## config.mk

```make
export PLATFORM = sky130hd
export DESIGN_NAME = decoder8_pulse
export DESIGN_NICKNAME = d
export VERILOG_FILES = /design/src/rtl/decoder8_pulse.sv
export SDC_FILE = /design/constraint.sdc
export NUM_CORES = 1
export LEC_CHECK = 0
export ABC_AREA = 1
export CAP_MARGIN = 20
export CORE_UTILIZATION = 25
export DETAILED_ROUTE_END_ITERATION = 10
export PLACE_DENSITY = 0.53
export SYNTH_ARGS = -nofsm -noshare
export SYNTH_HDL_FRONTEND = slang
export SYNTH_SLANG_ARGS = --single-unit
```

## constraint.sdc

```tcl
create_clock -name clk -period 2.2 [get_ports clk]
set_input_delay 0.22 -clock clk [delete_from_list [all_inputs] [get_ports clk]]
set_output_delay 0.22 -clock clk [all_outputs]
set_load 0.01 [all_outputs]
```

## src/rtl/decoder8_pulse.sv

```systemverilog
// decoder8_pulse: accepts a 3-bit code and emits a registered one-hot pulse
// of HOLD cycles, followed by GAP forced-idle cycles.
// Optional build macro: DECODER8_QUEUE_EN adds a one-entry pending code slot
// so a code offered during a pulse or gap is chained straight into the next
// pulse without an IDLE cycle.
//
// Handshake: a code is taken on a rising edge where din_valid && din_ready.
// din_ready is combinational; din_valid/din are never required to be held.
module decoder8_pulse #(
    parameter int HOLD = 4,
    parameter int GAP  = 1
) (
    input  logic       clk,
    input  logic       rst_n,
    input  logic       en,
    input  logic       din_valid,
    input  logic [2:0] din,
    output logic       din_ready,
    output logic [7:0] dout,
    output logic       busy,
    output logic [1:0] dbg_state
);

    localparam logic [7:0] HOLD_M1  = 8'(HOLD - 1);
    localparam logic [7:0] GAP_M1   = (GAP > 0) ? 8'(GAP - 1) : 8'd0;
    localparam logic       GAP_ZERO = (GAP == 0);

    typedef enum logic [1:0] {
        S_IDLE  = 2'd0,
        S_PULSE = 2'd1,
        S_GAP   = 2'd2
    } state_t;

    state_t     r_state;
    state_t     w_state_nxt;
    logic [7:0] r_cnt;
    logic [7:0] w_cnt_nxt;
    logic [7:0] r_dout;
    logic [7:0] w_dout_nxt;
    logic       w_ready;
    logic       w_accept;
    logic       w_term;

`ifdef DECODER8_QUEUE_EN
    logic       r_pend_valid;
    logic       w_pend_valid_nxt;
    logic [2:0] r_pend_code;
    logic [2:0] w_pend_code_nxt;

    // Ready whenever the pending slot is free, in every state.
    assign w_ready = en & ~r_pend_valid;
`else
    // Ready only while idle; codes offered during a pulse or gap are dropped.
    assign w_ready = en & (r_state == S_IDLE);
`endif

    assign w_accept = din_valid & w_ready;

    // Terminal edge: last gap cycle, or last pulse cycle when there is no gap.
    assign w_term = (r_cnt == 8'd0) &
                    ((r_state == S_GAP) | ((r_state == S_PULSE) & GAP_ZERO));

    // Next-state, counter and output decode.
    always_comb begin
        w_state_nxt = r_state;
        w_cnt_nxt   = r_cnt;
        w_dout_nxt  = r_dout;
`ifdef DECODER8_QUEUE_EN
        w_pend_valid_nxt = r_pend_valid;
        w_pend_code_nxt  = r_pend_code;
`endif
        case (r_state)
            S_IDLE: begin
                w_dout_nxt = 8'h00;
                if (w_accept) begin
                    w_state_nxt = S_PULSE;
                    w_cnt_nxt   = HOLD_M1;
                    w_dout_nxt  = 8'h01 << din;
                end
            end
            S_PULSE: begin
                if (r_cnt != 8'd0) begin
                    w_cnt_nxt = r_cnt - 8'd1;
                end else if (!GAP_ZERO) begin
                    w_state_nxt = S_GAP;
                    w_cnt_nxt   = GAP_M1;
                    w_dout_nxt  = 8'h00;
                end
            end
            S_GAP: begin
                w_dout_nxt = 8'h00;
                if (r_cnt != 8'd0) begin
                    w_cnt_nxt = r_cnt - 8'd1;
                end
            end
            default: begin
                w_state_nxt = S_IDLE;
                w_cnt_nxt   = 8'd0;
                w_dout_nxt  = 8'h00;
            end
        endcase

        if (w_term) begin
            w_state_nxt = S_IDLE;
            w_cnt_nxt   = 8'd0;
            w_dout_nxt  = 8'h00;
`ifdef DECODER8_QUEUE_EN
            // A stored code wins; otherwise a code offered on this edge
            // (pending empty) starts the next pulse directly.
            if (r_pend_valid) begin
                w_state_nxt      = S_PULSE;
                w_cnt_nxt        = HOLD_M1;
                w_dout_nxt       = 8'h01 << r_pend_code;
                w_pend_valid_nxt = 1'b0;
            end else if (w_accept) begin
                w_state_nxt = S_PULSE;
                w_cnt_nxt   = HOLD_M1;
                w_dout_nxt  = 8'h01 << din;
            end
`endif
        end

`ifdef DECODER8_QUEUE_EN
        // Codes accepted mid-pulse or mid-gap park in the pending slot.
        if (w_accept && (r_state != S_IDLE) && !w_term) begin
            w_pend_valid_nxt = 1'b1;
            w_pend_code_nxt  = din;
        end
`endif
    end

    // State, counter, output and pending registers with async clear.
    always_ff @(posedge clk or negedge rst_n) begin
        if (!rst_n) begin
            r_state <= S_IDLE;
            r_cnt   <= 8'd0;
            r_dout  <= 8'h00;
`ifdef DECODER8_QUEUE_EN
            r_pend_valid <= 1'b0;
            r_pend_code  <= 3'd0;
`endif
        end else begin
            r_state <= w_state_nxt;
            r_cnt   <= w_cnt_nxt;
            r_dout  <= w_dout_nxt;
`ifdef DECODER8_QUEUE_EN
            r_pend_valid <= w_pend_valid_nxt;
            r_pend_code  <= w_pend_code_nxt;
`endif
        end
    end

    assign din_ready = w_ready;
    assign dout      = r_dout;
    assign busy      = (r_state != S_IDLE);
    assign dbg_state = r_state;

endmodule

```

==> flow_metrics.py <==
metrics = {
    "die": {
        "top_level_ports": 19,
        "chipWidth_um": 66.4,
        "core_area_um2": 4000,
        "fp.dieH_um": 66.4,
        "floorplan.die_area_um2": 4410,
        "floorplan.rows": 23,
        "floorplan.initialDensity_pct": 25.9,
    },
    "clock_tree": {
        "post_cts_hold_buffer_count": 0,
        "clkLatencyLatePin_ns": 0.25,
        "clock_buffer_count_from_cts": 3,
        "tritoncts": "built",
        "ctsLongestPathBuffers": 2,
        "clock_sink_count": 18,
        "clock_tree.htree_level_count": 1,
        "clk_transition_reported_paths_ns": 0.07,
        "postCtsSetupRepairBufs": 0,
        "post_cts.resized_instances": 0,
        "root_buffer": "sky130_fd_sc_hd__clkbuf_8",
    },
    "yosys": {
        "synthSimpleGateAreaFrac_pct": 36.0,
        "synthMuxAreaShare_pct": 0,
        "synth.distinct_cells": 21,
        "synth.cell_area_um2": 1040,
        "synth-warning-count": 0,
        "yosys.area_share.adder_pct": 2.42,
        "postSynthCellCount": 135,
        "synth_fp_nets": 144,
        "synthesis.area_per_instance_um2": 7.67,
        "synth_top_family_by_area": "simple AND/OR/NAND/NOR gates",
        "synth_top_cell_area_share_pct": 43.5,
        "post_synth_xor_area_fraction_pct": 0.845,
        "area_fraction_in_compound_gates_after_synthesis_pct": 7.00,
        "synth.top_cells.by_area": "sky130_fd_sc_hd__dfrtp_1 43%, sky130_fd_sc_hd__nand2_1 12%, sky130_fd_sc_hd__nand3_1 8.7%",
        "synth.ff_latch_count": 18,
        "yosys.area.top_type": "sky130_fd_sc_hd__dfrtp_1",
        "yosysSeqAreaShare_pct": 43.5,
    },
    "finish": {
        "syn2layout_area_growth_pct": 27.5,
        "antennaDiodeCount": 0,
        "layout.filler_cells": 428,
        "final_cell_mix": "34 x sky130_fd_sc_hd__nand2_1, 20 x sky130_fd_sc_hd__inv_1, 18 x sky130_fd_sc_hd__nand3_1, 18 x sky130_fd_sc_hd__dfrtp_1, 18 x sky130_fd_sc_hd__clkdlybuf4s50_1",
        "post-route-util_pct": 33.0,
        "area_of_all_sequential_standard_cells_um2": 450,
        "final_area_um2": 1320,
        "drive_gt1_share_pct": 10.3,
        "layout_net_count": 166,
        "most_common_library_cell_in_the_layout_ignoring_fill_and_taps": "sky130_fd_sc_hd__nand2_1",
        "multi_input_area_um2": 479,
    },
    "global_routing": {
        "grt_remaining_overflow": 0,
        "largest_net_degree_at_the_start_of_global_routing": 19,
        "grt_pass1_wl_um": 4110,
        "vias_in_the_first_global_route": 930,
        "grt_use_total_pct": 12.1,
        "antenna_found_initial": 0,
    },
    "power_and_ir_drop": {
        "total_power_density_per_cell_area_nw_per_um2": 471,
        "sequentialPowerShare_pct": 53.1,
        "switching_power_uw": 121,
        "p_clk_share_pct": 42.6,
        "proportion_of_total_power_due_to_net_switching_pct": 19.5,
        "comb_power_share_pct": 4.3,
        "p_leak_nw": 0.692,
        "worst_ir_drop_vdd_v": 0.000264,
        "p_int_uw": 501,
    },
    "placed_design": {
        "dpl-instance-area_um2": 1270,
        "dpl.hpwl_um": 1810,
        "gp_congestion": 0.801,
        "port_buffers": 18,
    },
    "outcome": {
        "status": "complete, no violations",
    },
    "timing": {
        "post_layout_min_period_ns": 1.93,
        "grt_setup_unrepaired": "false",
        "timing.max_slew.rel_slack_pct": 75.0,
        "whs_ns": 0.313,
        "max_clock_freq_mhz": 518,
        "final-hold-violation-count": 0,
        "timing.final.max_slew_violations": 0,
        "tns_ns": 0,
        "worst-slew-pin-transition_ns": 0.374,
        "clock-skew-final_ns": 0.00872,
        "fin_crit_sh_pct": 87.8,
        "report.final.setup_viol": 0,
    },
    "routing": {
        "first_iter_violations": 57,
        "viasPerCell": 4.51,
        "post_route_drc_violation_count": 0,
        "drt-pass1-iter-count": 4,
        "wire_per_inst_um": 11.1,
        "route.antenna.remaining_nets": 0,
        "vias": 929,
        "wirelength_um": 2290,
    },
    "setup_path": {
        "cp.arrival_ns": 1.71,
        "reg2reg_from": "r_cnt[0]$_DFFE_PN0P_",
        "worst_ep_required_time_ns": 1.98,
        "critPathKind": "reg -> out",
        "crit_path_top_delay_cell": "sky130_fd_sc_hd__clkdlybuf4s50_1",
        "crit-reg2reg-capture": "r_cnt[2]$_DFFE_PN0P_",
        "cp_max_fo": 5,
        "worstPathCellList": "nor2_4 > inv_1 > nor2_2 > clkdlybuf4s50_1",
        "max_stage_delay_ns": 0.54,
        "worstSetupStartpointType": "flop",
        "setup_slack_of_the_worst_register_to_register_path_ns": 0.54,
        "endpoint_kind": "output port",
        "worstRegToRegCells": 9,
    },
    "hold_path": {
        "hold_path.class": "in -> async",
    },
    "flow_run": {
        "max_cap_viol_count": 0,
    },
}
## worst max-delay path: cells and delay by family, from the launching register on
family / cells / cell delay [ns]
simple gates: 2 / 0.32
buf+inv: 2 / 0.69
flops: 1 / 0.45
## how the worst max path moves through the flow
stage / start / endpoint / cells past startpoint
3_3_place_gp: en / din_ready / 4
2_1_floorplan: r_cnt[0]$_DFFE_PN0P_ / r_cnt[2]$_DFFE_PN0P_ / 10
6_report: dbg_state[1]$_DFFE_PN0P_ / din_ready / 4
5_1_grt: dbg_state[1]$_DFFE_PN0P_ / din_ready / 4
3_5_place_dp: en / din_ready / 4
4_1_cts: dbg_state[1]$_DFFE_PN0P_ / din_ready / 4
## Yosys cell counts
cell type	instances
sky130_fd_sc_hd__nand4_1	2
sky130_fd_sc_hd__o21ai_0	1
sky130_fd_sc_hd__ha_1	2
sky130_fd_sc_hd__a22oi_1	1
sky130_fd_sc_hd__nand3_1	18
sky130_fd_sc_hd__inv_2	1
sky130_fd_sc_hd__nor2_1	16
sky130_fd_sc_hd__buf_6	2
sky130_fd_sc_hd__a21oi_1	2
sky130_fd_sc_hd__inv_1	20
sky130_fd_sc_hd__nand3_4	1
sky130_fd_sc_hd__nor2_4	2
sky130_fd_sc_hd__nand2_1	34
sky130_fd_sc_hd__o31ai_1	6
sky130_fd_sc_hd__dfrtp_1	18
sky130_fd_sc_hd__buf_2	1
sky130_fd_sc_hd__nor2_2	2
sky130_fd_sc_hd__xor2_1	1
sky130_fd_sc_hd__nand2_4	1
sky130_fd_sc_hd__nand2_2	3
sky130_fd_sc_hd__o21ai_1	1
## kinds of logic (layout without fill, tap and decap cells)
family                     count (synthesis)  count (layout)
xor gates and xnor gates                   1               1
AOI/OAI and AO/OA                         11              11
and+or+nand+nor                           79              79
buffers and inverters                     24              45
adders and majority gates                  2               2
DFF                                       18              18
## metal layers
layer	up-vias	global-route usage, %	routed length (µm)
met5	-	0	0
met3	2	1.72	90
met2	28	20.7	1110
li1	469	-	-
met1	430	15.5	1080
met4	0	4.26	10
## state kept, by name (all words and copies together), names as in the netlist
name and flops:
dbg_state 2, dout 8, r_cnt 8
## area by class of cell
type                       count  share of cell area (%)
multi-input combinational     93                    36.3
inverter                      21                    5.97
clock buffer                   4                    4.17
tap                           50                    4.73
sequential                    18                    34.1
timing repair buffer          20                    14.8
## per-stage QoR
step	setup WS (ns)	power, mW	instances
floorplan	0.846	0.341	135
global placement	0.507	0.364	202
detailed placement	0.512	0.364	202
CTS	0.259	0.634	206
global route	0.187	0.648	206
finish	0.269	0.623	206
## power by group through the flow
stage	Combinational, mW	Sequential (mW)	Clock [mW]
global route	0.0301	0.330	0.287
floorplan	0.00404	0.337	0
global placement	0.0271	0.337	0
detailed placement	0.0274	0.337	0
finish	0.0266	0.331	0.265
CTS	0.0274	0.331	0.276
(Power assumes the default switching activity.)
